--- config.mk ---
export PLATFORM = sky130hd
export DESIGN_NAME = priority_scan_encoder
export DESIGN_NICKNAME = d
export VERILOG_FILES = /design/src/rtl/priority_scan_encoder.sv
export SDC_FILE = /design/constraint.sdc
export NUM_CORES = 1
export LEC_CHECK = 0
export ABC_AREA = 0
export BUFFER_PORTS_ARGS = -buffer_cell sky130_fd_sc_hd__buf_2
export CELL_PAD_IN_SITES_DETAIL_PLACEMENT = 1
export CELL_PAD_IN_SITES_GLOBAL_PLACEMENT = 2
export CORE_AREA = 3 3 66 68
export CTS_BUF_LIST = sky130_fd_sc_hd__clkbuf_2 sky130_fd_sc_hd__clkbuf_4 sky130_fd_sc_hd__clkbuf_8
export CTS_CLUSTER_SIZE = 8
export DETAILED_ROUTE_END_ITERATION = 16
export DIE_AREA = 0 0 69 71
export PLACE_DENSITY_LB_ADDON = 0.1
export SYNTH_ARGS = -nofsm -noshare
export SYNTH_HDL_FRONTEND = slang
export SYNTH_SLANG_ARGS = --single-unit
--- constraint.sdc ---
create_clock -name clk -period 5.45 [get_ports clk]
set_input_delay 0.2725 -clock clk [delete_from_list [all_inputs] [get_ports clk]]
set_output_delay 0.2725 -clock clk [all_outputs]
set_load 0.02 [all_outputs]
--- src/rtl/priority_scan_encoder.sv ---
// priority_scan_encoder
// Accepts a request vector over a valid/ready handshake and then emits the
// index of every set bit, one per output handshake, in priority order.
// MSB_FIRST=0 gives bit 0 the highest priority; MSB_FIRST=1 gives bit WIDTH-1.
module priority_scan_encoder #(
    parameter int unsigned WIDTH     = 16,
    parameter bit          MSB_FIRST = 1'b0,
    localparam int unsigned IDX_W    = $clog2(WIDTH)
) (
    input  logic             clk,
    input  logic             rst_n,
    input  logic [WIDTH-1:0] in_vec,
    input  logic             in_valid,
    output logic             in_ready,
    output logic [IDX_W-1:0] out_idx,
    output logic             out_valid,
    input  logic             out_ready,
    output logic             out_last,
    output logic             out_none,
    output logic             busy
);

    if (WIDTH < 2 || WIDTH > 256) begin : g_width_check
        $error("priority_scan_encoder: WIDTH must be in 2..256");
    end

    typedef enum logic {
        ST_IDLE,
        ST_SCAN
    } state_t;

    state_t           r_state;
    state_t           w_state_nxt;
    logic [WIDTH-1:0] r_pending;
    logic [WIDTH-1:0] w_pending_nxt;
    logic             r_none;
    logic             w_none_nxt;

    logic [WIDTH-1:0] w_sel;
    logic [IDX_W-1:0] w_idx;
    logic             w_onehot;
    logic             w_scan;
    logic             w_in_hs;
    logic             w_out_hs;

    // Highest-priority pending bit: index and one-hot mask (last hit in the loop wins)
    always_comb begin
        w_idx = '0;
        w_sel = '0;
        for (int unsigned i = 0; i < WIDTH; i++) begin
            if (MSB_FIRST) begin
                if (r_pending[i]) begin
                    w_idx    = IDX_W'(i);
                    w_sel    = '0;
                    w_sel[i] = 1'b1;
                end
            end else begin
                if (r_pending[WIDTH-1-i]) begin
                    w_idx              = IDX_W'(WIDTH-1-i);
                    w_sel              = '0;
                    w_sel[WIDTH-1-i]   = 1'b1;
                end
            end
        end
    end

    // A vector has exactly one bit left when it equals its own selected bit
    assign w_onehot = (r_pending != '0) && (r_pending == w_sel);

    assign w_scan   = (r_state == ST_SCAN);
    assign w_in_hs  = in_valid && !w_scan;
    assign w_out_hs = w_scan && out_ready;

    assign in_ready  = !w_scan;
    assign out_valid = w_scan;
    assign busy      = w_scan;
    assign out_idx   = w_scan ? w_idx : '0;
    assign out_last  = w_scan && w_onehot;
    assign out_none  = r_none;

    // Next-state, next-pending and zero-vector pulse
    always_comb begin
        w_state_nxt   = r_state;
        w_pending_nxt = r_pending;
        w_none_nxt    = 1'b0;
        unique case (r_state)
            ST_IDLE: begin
                if (w_in_hs) begin
                    if (in_vec != '0) begin
                        w_pending_nxt = in_vec;
                        w_state_nxt   = ST_SCAN;
                    end else begin
                        w_none_nxt = 1'b1;
                    end
                end
            end
            ST_SCAN: begin
                if (w_out_hs) begin
                    w_pending_nxt = r_pending & ~w_sel;
                    if (w_onehot) begin
                        w_state_nxt = ST_IDLE;
                    end
                end
            end
            default: begin
                w_state_nxt   = ST_IDLE;
                w_pending_nxt = '0;
            end
        endcase
    end

    // State, pending vector and out_none registers with asynchronous reset
    always_ff @(posedge clk or negedge rst_n) begin
        if (!rst_n) begin
            r_state   <= ST_IDLE;
            r_pending <= '0;
            r_none    <= 1'b0;
        end else begin
            r_state   <= w_state_nxt;
            r_pending <= w_pending_nxt;
            r_none    <= w_none_nxt;
        end
    end

endmodule
## Word-level counts from Yosys, hierarchy flattened

Index checks and enable logic that the tools add are counted.

| word-level totals | value |
|---|---|
| input port bits | 20 |
| bits in registers | 18 |
| output and inout bits | 9 |
| word-level logic and storage cells | 63 |

| cells by class | value |
|---|---|
| muxes and demuxes | 45 |
| reductions and logical operators | 8 |
| bitwise logic cells | 3 |
| equality and inequality tests | 4 |

Operators with widths:

| cell | count |
|---|---|
| $mux W16 | 19 |
| $mux W4 | 17 |
| $pmux W16 S2 | 1 |
| $reduce_bool A16 Y1 | 2 |
| $and A16 B16 Y16 | 1 |
| $eq A16 B16 Y1 | 1 |
| $not A16 Y16 | 1 |
| $mux W1 | 7 |
| $logic_and A1 B1 Y1 | 4 |
| $ne A2 B2 Y1 const B | 2 |
| $reduce_and A3 Y1 | 1 |
| $ne A2 B1 Y1 const B | 1 |
| $pmux W1 S2 | 1 |
| $logic_not A1 Y1 | 1 |
| $not A1 Y1 | 1 |

## Longest topological paths before layout

Gate-level depths: netlist of run 1.

| depth | value |
|---|---|
| depth in word-level cells | 21 |
| gate-level depth with buffers | 9 |
| depth with buffers taken out | 9 |

## Worst setup path after synthesis of run 1

No wires, ideal clock.

| path | value |
|---|---|
| path kind | reg-to-output |
| from | register r_pending[7] |
| to | output port out_last |
| setup slack | 3071 ps |
| arrival | 2107 ps |
| buffers on the path | 0 |
| stages on the path, launching flop included | 9 |
| required time | 5178 ps |
| cell sequence | dfrtp_1 -> nor4_1 -> nand2_1 -> nor2_1 -> nand4b_1 -> ha_1 -> and3_1 -> nand3_1 -> a31oi_1 |

| between the ends | value |
|---|---|
| word-level cells in the longest chain between the ends | 11 |
| elaborated cells on any way between the ends | 12 |

RTL lines:

| element | RTL line | RTL |
|---|---|---|
| start: declaration | 34 | `logic [WIDTH-1:0] r_pending;` |
| start signal: assignment | 120 | `r_pending <= w_pending_nxt;` |
| $mux W16 (8 in a row) | 58 | `if (r_pending[WIDTH-1-i]) begin` |
| $eq A16 B16 Y1 | 68 | `assign w_onehot = (r_pending != '0) && (r_pending == w_sel);` |
| $logic_and A1 B1 Y1 (*) | 68 |  |
| $logic_and A1 B1 Y1 (*) | 78 | `assign out_last = w_scan && w_onehot;` |
| end: declaration | 18 | `output logic out_last,` |

Mark *: on every way between the ends. The rest lies on a longest branch, timed or not.

## Worst setup path in the final report of run 1

| path | value |
|---|---|
| from | register r_pending[0] |
| to | output port out_last |

| between the ends | value |
|---|---|
| word-level cells in the longest chain between the ends | 4 |
| elaborated cells on any way between the ends | 5 |

RTL lines:

| element | RTL line |
|---|---|
| $mux W16 | 58 |
| $eq A16 B16 Y1 | 68 |
| $logic_and A1 B1 Y1 (*) | 68 |
| $logic_and A1 B1 Y1 (*) | 78 |

Marks and branches as above.

==> impl_metrics.py, run 1 <==
metrics = {
    "sta": {
        "max_freq_mhz": 335,
        "worstMarginPinSlew_ns": 0.858,
        "rsz0062_at_grt": "false",
        "whs_ns": 0.275,
        "slew_headroom_pct": 42.8,
        "setup-tns-final_ns": 0,
        "hold_viol_final": 0,
        "finClkSkew_ns": 0.00111,
        "period_minus_slack_ns": 2.99,
        "setup_violations": 0,
        "post-route-period-util_pct": 54.8,
        "fin_ws_ns": 2.46,
        "finalMaxSlewViolations": 0,
    },
    "cts": {
        "numCtsBuffers": 3,
        "path_clk_slew_ns": 0.07,
        "cts_root_buf": "clkbuf_8",
        "clock-sinks": 18,
        "clockBufferDepth": 2,
        "cts_setup_buffers": 0,
        "post_cts_resized": 0,
        "cts_tree": "yes",
        "h-tree-depth": 1,
        "clock_latency_ns": 0.26,
    },
    "logic_synthesis": {
        "synth_edf_count": 0,
        "synthArstFlopShare_pct": 100,
        "syn_area_per_cell_um2": 8.53,
        "ys_warn_count": 0,
        "synth.cell_area_mm2": 0.00137,
        "ys.flop_type": "dfrtp_1",
        "yosys.cell_types.count": 35,
        "ys_ff_latch": 18,
        "syn_inst": 160,
        "synthesis.nets": 194,
        "yosysSeqAreaShare_pct": 33.0,
    },
    "layout": {
        "design_area_mm2": 0.00157,
        "area_growth_syn_to_layout_pct": 14.8,
        "final_cell_mix": "a21oi_1, buf_2, dfrtp_1, o22ai_1, ha_1",
        "layout-drive-gt1-share_pct": 18.5,
        "fillers": 507,
        "nets": 220,
        "seqCellArea_um2": 450,
        "n_antenna_cell": 0,
        "utilization_pct": 40.1,
        "multiInputGateArea_um2": 845,
    },
    "global_route": {
        "grt_pass1_vias": 1471,
        "grt_max_degree": 33,
        "grt_pass1_wl_mm": 7.23,
        "antenna_found_initial": 0,
        "grt_overflow": 0,
        "grt_use_total_pct": 18.6,
    },
    "die": {
        "fp.dieW_um": 69,
        "die_y_um": 71,
        "io_pins": 29,
        "die-area_mm2": 0.00490,
        "initial_utilization_pct": 34.9,
        "rows": 23,
        "design.core.area_mm2": 0.00391,
    },
    "power": {
        "p_clk_share_pct": 23.0,
        "leakagePower_nw": 0.619,
        "p_int_mw": 0.266,
        "power_switching_mw": 0.162,
        "power_frac_comb_pct": 29.5,
        "irDropWorstVdd_uv": 109,
        "p_seq_share_pct": 47.5,
        "power_switching_share_pct": 37.9,
        "power_density_mw_per_mm2": 273,
    },
    "placed_design": {
        "place_area_mm2": 0.00152,
        "port_buffers": 28,
        "place_congestion": 0.812,
        "place_ws_ns": 2.76,
        "hpwl_mm": 3.30,
    },
    "critical_path": {
        "path_class": "reg2out",
        "cpPeakStageDelay_ns": 0.47,
        "crit_required_ns": 5.18,
        "path_cells": "nor4_4 > nand2_1 > nor2_1 > nand2_1 > ha_1 > nand4_1 > nor2_1 > nand3_1 > a31oi_1 > buf_2",
        "crit_path_end_kind": "output pin",
        "crit_slowest_cell": "dfrtp_1",
        "crit_fanout": 6,
        "cp-start-kind": "register",
        "critPathArrivalTime_ns": 2.71,
    },
    "detailed_routing": {
        "drc": 0,
        "drt_wl_total_mm": 4.45,
        "detail-route-antenna-nets": 0,
        "wl_per_cell_um": 19.0,
        "drtIter0Drc": 47,
        "routed-via-count": 1385,
        "drt-vias-per-instance": 5.92,
        "drtPass1Iterations": 4,
    },
    "hold_path": {
        "hold_path_class": "in2reg",
    },
    "job": {
        "max_cap_violations": 0,
    },
    "status": {
        "run_status": "finished, final reports clean",
    },
}
## routing by layer
layer	GRT usage, %	vias up	wire (µm)
li1	-	666	-
met1	22.7	682	2070
met5	0	-	0
met4	6.94	0	88
met2	32.3	30	2120
met3	3.69	7	171
## path summary, 6_finish.rpt
path                                      startpoint                   endpoint  slack [ns]  cells after the start
setup reg to reg            r_pending[0]$_DFFE_PN0P_             busy$_DFF_PN0_        3.06                      9
min in group asynchronous                      rst_n   r_pending[1]$_DFFE_PN0P_        0.49                      2
max in group asynchronous                      rst_n  r_pending[10]$_DFFE_PN0P_        4.65                      2
hold reg to reg            r_pending[11]$_DFFE_PN0P_  r_pending[11]$_DFFE_PN0P_        0.67                      2
setup / recovery            r_pending[0]$_DFFE_PN0P_                   out_last        2.46                     10
hold / removal                             in_vec[0]   r_pending[0]$_DFFE_PN0P_        0.27                      3
## state kept, by name, summed over array words and instances, names as in the netlist
signal     count
busy           1
out_none       1
r_pending     16
## synth_stat cells, drive strengths merged, types with 3 or more instances
master	n	area share (%)
a21oi	28	10
dfrtp	18	33
ha	14	13
o22ai	14	6.4
nand2	12	3.3
nor2	11	3.0
nor4	9	5.2
buf	5	2.9
inv	5	1.4
o21ai	5	1.8
nand3b	4	2.2
nand4	4	1.8
a31oi	3	1.4
and3	3	1.4
clkbuf	3	0.82
nand2b	3	1.9
nand3	3	1.1
## layout make-up
type	count	area share (%)
clock buffers	3	2.63
inverters	5	1.20
multi-input cells	129	53.9
flip-flops and latches	18	28.7
well taps	50	3.99
repair buffers	29	9.58
## worst max-delay path: cells and delay by family, from the launching register on
kind,cells,cell delay [ns]
and+or+nand+nor,7,1.31
DFF,1,0.47
adders and majority gates,1,0.28
buffers and inverters,1,0.20
AOI/OAI and AO/OA,1,0.19
## metrics by stage
stage | cells | power [mW]
2_1_floorplan | 160 | 0.276
3_3_place_gp | 230 | 0.327
3_5_place_dp | 230 | 0.332
4_1_cts | 234 | 0.434
5_1_grt | 234 | 0.461
6_report | 234 | 0.428
## kinds of logic after synthesis
group | count (synthesis) | synth area share (%)
DFF | 18 | 33.0
AOI/OAI and AO/OA | 57 | 24.5
adders and majority gates | 14 | 12.8
buffers and inverters | 13 | 5.13
and+or+nand+nor | 58 | 24.6
## power groups by stage
stage	Sequential [mW]	Combinational [mW]	Clock, mW
final	0.204	0.126	0.0985
after global routing	0.210	0.143	0.109
after global placement	0.204	0.123	0
after detailed placement	0.205	0.127	0
after floorplan	0.191	0.0847	0
after CTS	0.203	0.129	0.103
## what timing repair did
item | 4_1_cts | 5_1_grt
hold endpoints to repair | 18 | 0
hold buffers | 1 | 0
setup endpoints to repair | 0 | 0
(Power assumes the default switching activity.)
==> inputs of run 2 (changes only) <==
- CORE_AREA: 3 3 66 68 -> 3 3 69 71
- DIE_AREA: 0 0 69 71 -> 0 0 72 74
- clock period: 5.45 -> 3 ns (I/O delays scaled with it)
==> impl_metrics.py, run 2 (same netlist as run 1, synthesis figures left out) <==
metrics = {
    "status": {
        "run_status": "finished, final reports clean",
    },
    "hold_path": {
        "min_from": "in_vec[0]",
        "hold_path_class": "in2reg",
    },
    "layout": {
        "area_growth_syn_to_layout_pct": 17.8,
        "largest-register": "r_pending",
        "fillers": 533,
        "nets": 222,
        "layoutNonFillerInstCount": 239,
        "final_cell_mix": "a21oi_1, buf_2, dfrtp_1, o22ai_1, ha_1",
        "layout-drive-gt1-share_pct": 20.9,
        "largest_reg_flops": 16,
        "utilization_pct": 37.4,
        "n_antenna_cell": 0,
    },
    "detailed_routing": {
        "drtPass1Iterations": 4,
        "drc": 0,
        "routed-via-count": 1403,
        "drt_wl_total_mm": 4.62,
        "wl_per_cell_um": 19.3,
        "drt-vias-per-instance": 5.87,
        "detail-route-antenna-nets": 0,
        "drtIter0Drc": 96,
    },
    "die": {
        "io_pins": 29,
        "design.core.area_mm2": 0.00429,
        "initial_utilization_pct": 31.8,
        "rows": 24,
        "die-area_mm2": 0.00533,
        "fp.dieW_um": 72,
        "die_y_um": 74,
    },
    "critical_path": {
        "crit_fanout": 7,
        "cp-start-kind": "register",
        "crit_top_cell": "nand2_1",
        "crit_start": "r_pending[1]$_DFFE_PN0P_",
        "crit_required_ns": 2.85,
        "crit_slowest_cell": "dfrtp_1",
        "crit_path_end_kind": "output pin",
        "critPathArrivalTime_ns": 2.65,
        "cpPeakStageDelay_ns": 0.48,
        "timing.critical_path.buf_inv": 1,
        "path_class": "reg2out",
        "critPathTopFamily": "simple AND/OR/NAND/NOR gates",
        "path_cells": "nor4_4 > nand2_1 > nor2_2 > nand2_1 > ha_1 > nand4_1 > nor2_1 > nand3_1 > a31oi_1 > buf_2",
        "r2r-start": "r_pending[1]$_DFFE_PN0P_",
    },
    "cts": {
        "path_clk_slew_ns": 0.08,
        "numCtsBuffers": 3,
        "clock_latency_ns": 0.26,
        "cts_tree": "yes",
        "clock-sinks": 18,
        "cts_root_buf": "clkbuf_8",
        "clockBufferDepth": 2,
        "h-tree-depth": 1,
    },
    "power": {
        "irDropWorstVdd_uv": 153,
        "power_density_mw_per_mm2": 512,
        "leakagePower_nw": 0.636,
    },
    "global_route": {
        "grt_pass1_wl_mm": 7.85,
        "antenna_found_initial": 0,
        "grt_pass1_vias": 1547,
        "grt_use_total_pct": 19.2,
        "grt_max_degree": 33,
        "grt_overflow": 0,
    },
    "sta": {
        "finClkSkew_ns": 0.00310,
        "slew_headroom_pct": 54.4,
        "period_minus_slack_ns": 2.80,
        "whs_ns": 0.151,
        "setup_violations": 0,
        "finalMaxSlewViolations": 0,
        "worstMarginPinSlew_ns": 0.683,
        "max_freq_mhz": 358,
        "post-route-period-util_pct": 93.2,
        "setup-tns-final_ns": 0,
        "hold_viol_final": 0,
        "rsz0062_at_grt": "false",
        "fin_ws_ns": 0.204,
    },
    "placed_design": {
        "port_buffers": 28,
        "dpl.cell_count": 233,
        "place_ws_ns": 0.433,
        "place_congestion": 0.877,
        "hpwl_mm": 3.40,
    },
    "job": {
        "max_cap_violations": 0,
    },
}
-- run 2: cell count changes in the layout (fill, tap and decap cells not counted), sizes merged --
cell	change
buf	+2
clkbuf	+1
-- run 2: layout make-up --
cell class / count / area [µm²] / area share, %
clock buffer: 4 / 55.1 / 3.42
inverter: 5 / 18.8 / 1.17
multi-input combinational: 129 / 853 / 53.1
sequential: 18 / 450 / 28.0
tap: 52 / 65.1 / 4.05
timing repair buffer: 31 / 165 / 10.3
-- run 2: repair_timing --
item / 4_1_cts / 5_1_grt
hold buffers: 1 / 0
hold endpoints to repair: 18 / 0
resized for setup: 0 / 2
setup endpoints to repair: 0 / 1
setup buffers: 0 / 1
-- run 2: worst register-to-register path, cell delays in order (launching register included) --
cell and delay [ns]:
dfrtp_1 0.48, nor4_4 0.41, nand2_1 0.19, nor2_2 0.21, nand2_1 0.08, ha_1 0.29, nand4_1 0.10, nor2_1 0.15
o2111a_1 0.20, a21oi_1 0.06
-- run 2: final timing paths --
check | end | cells after the start | slack (ns)
worst max-delay path | out_last | 10 | 0.20
worst min-delay path | r_pending[0]$_DFFE_PN0P_ | 3 | 0.15
worst max register to register | busy$_DFF_PN0_ | 9 | 0.71
worst min register to register | r_pending[11]$_DFFE_PN0P_ | 2 | 0.67
max in group asynchronous | r_pending[15]$_DFFE_PN0P_ | 2 | 2.31
min in group asynchronous | r_pending[5]$_DFFE_PN0P_ | 2 | 0.37
-- run 2: power by group --
part	internal, mW	leakage, nW	switching, mW
registers	0.284	0.194	0.0897
logic	0.114	0.413	0.122
clock network	0.117	0.0288	0.0969
-- run 2: per-stage QoR --
stage                     power, mW  cell area [µm²]
after CTS                     0.826             1590
final                         0.823             1610
after global placement        0.594             1530
after floorplan               0.501             1370
after global routing          0.892             1610
after detailed placement      0.605             1530
-- run 2: per-layer routing --
metal	global-route usage (%)	share of wire, %
met2	30.8	46
met4	7.10	1.4
met1	26.2	48
met3	3.11	4.3
met5	0	0
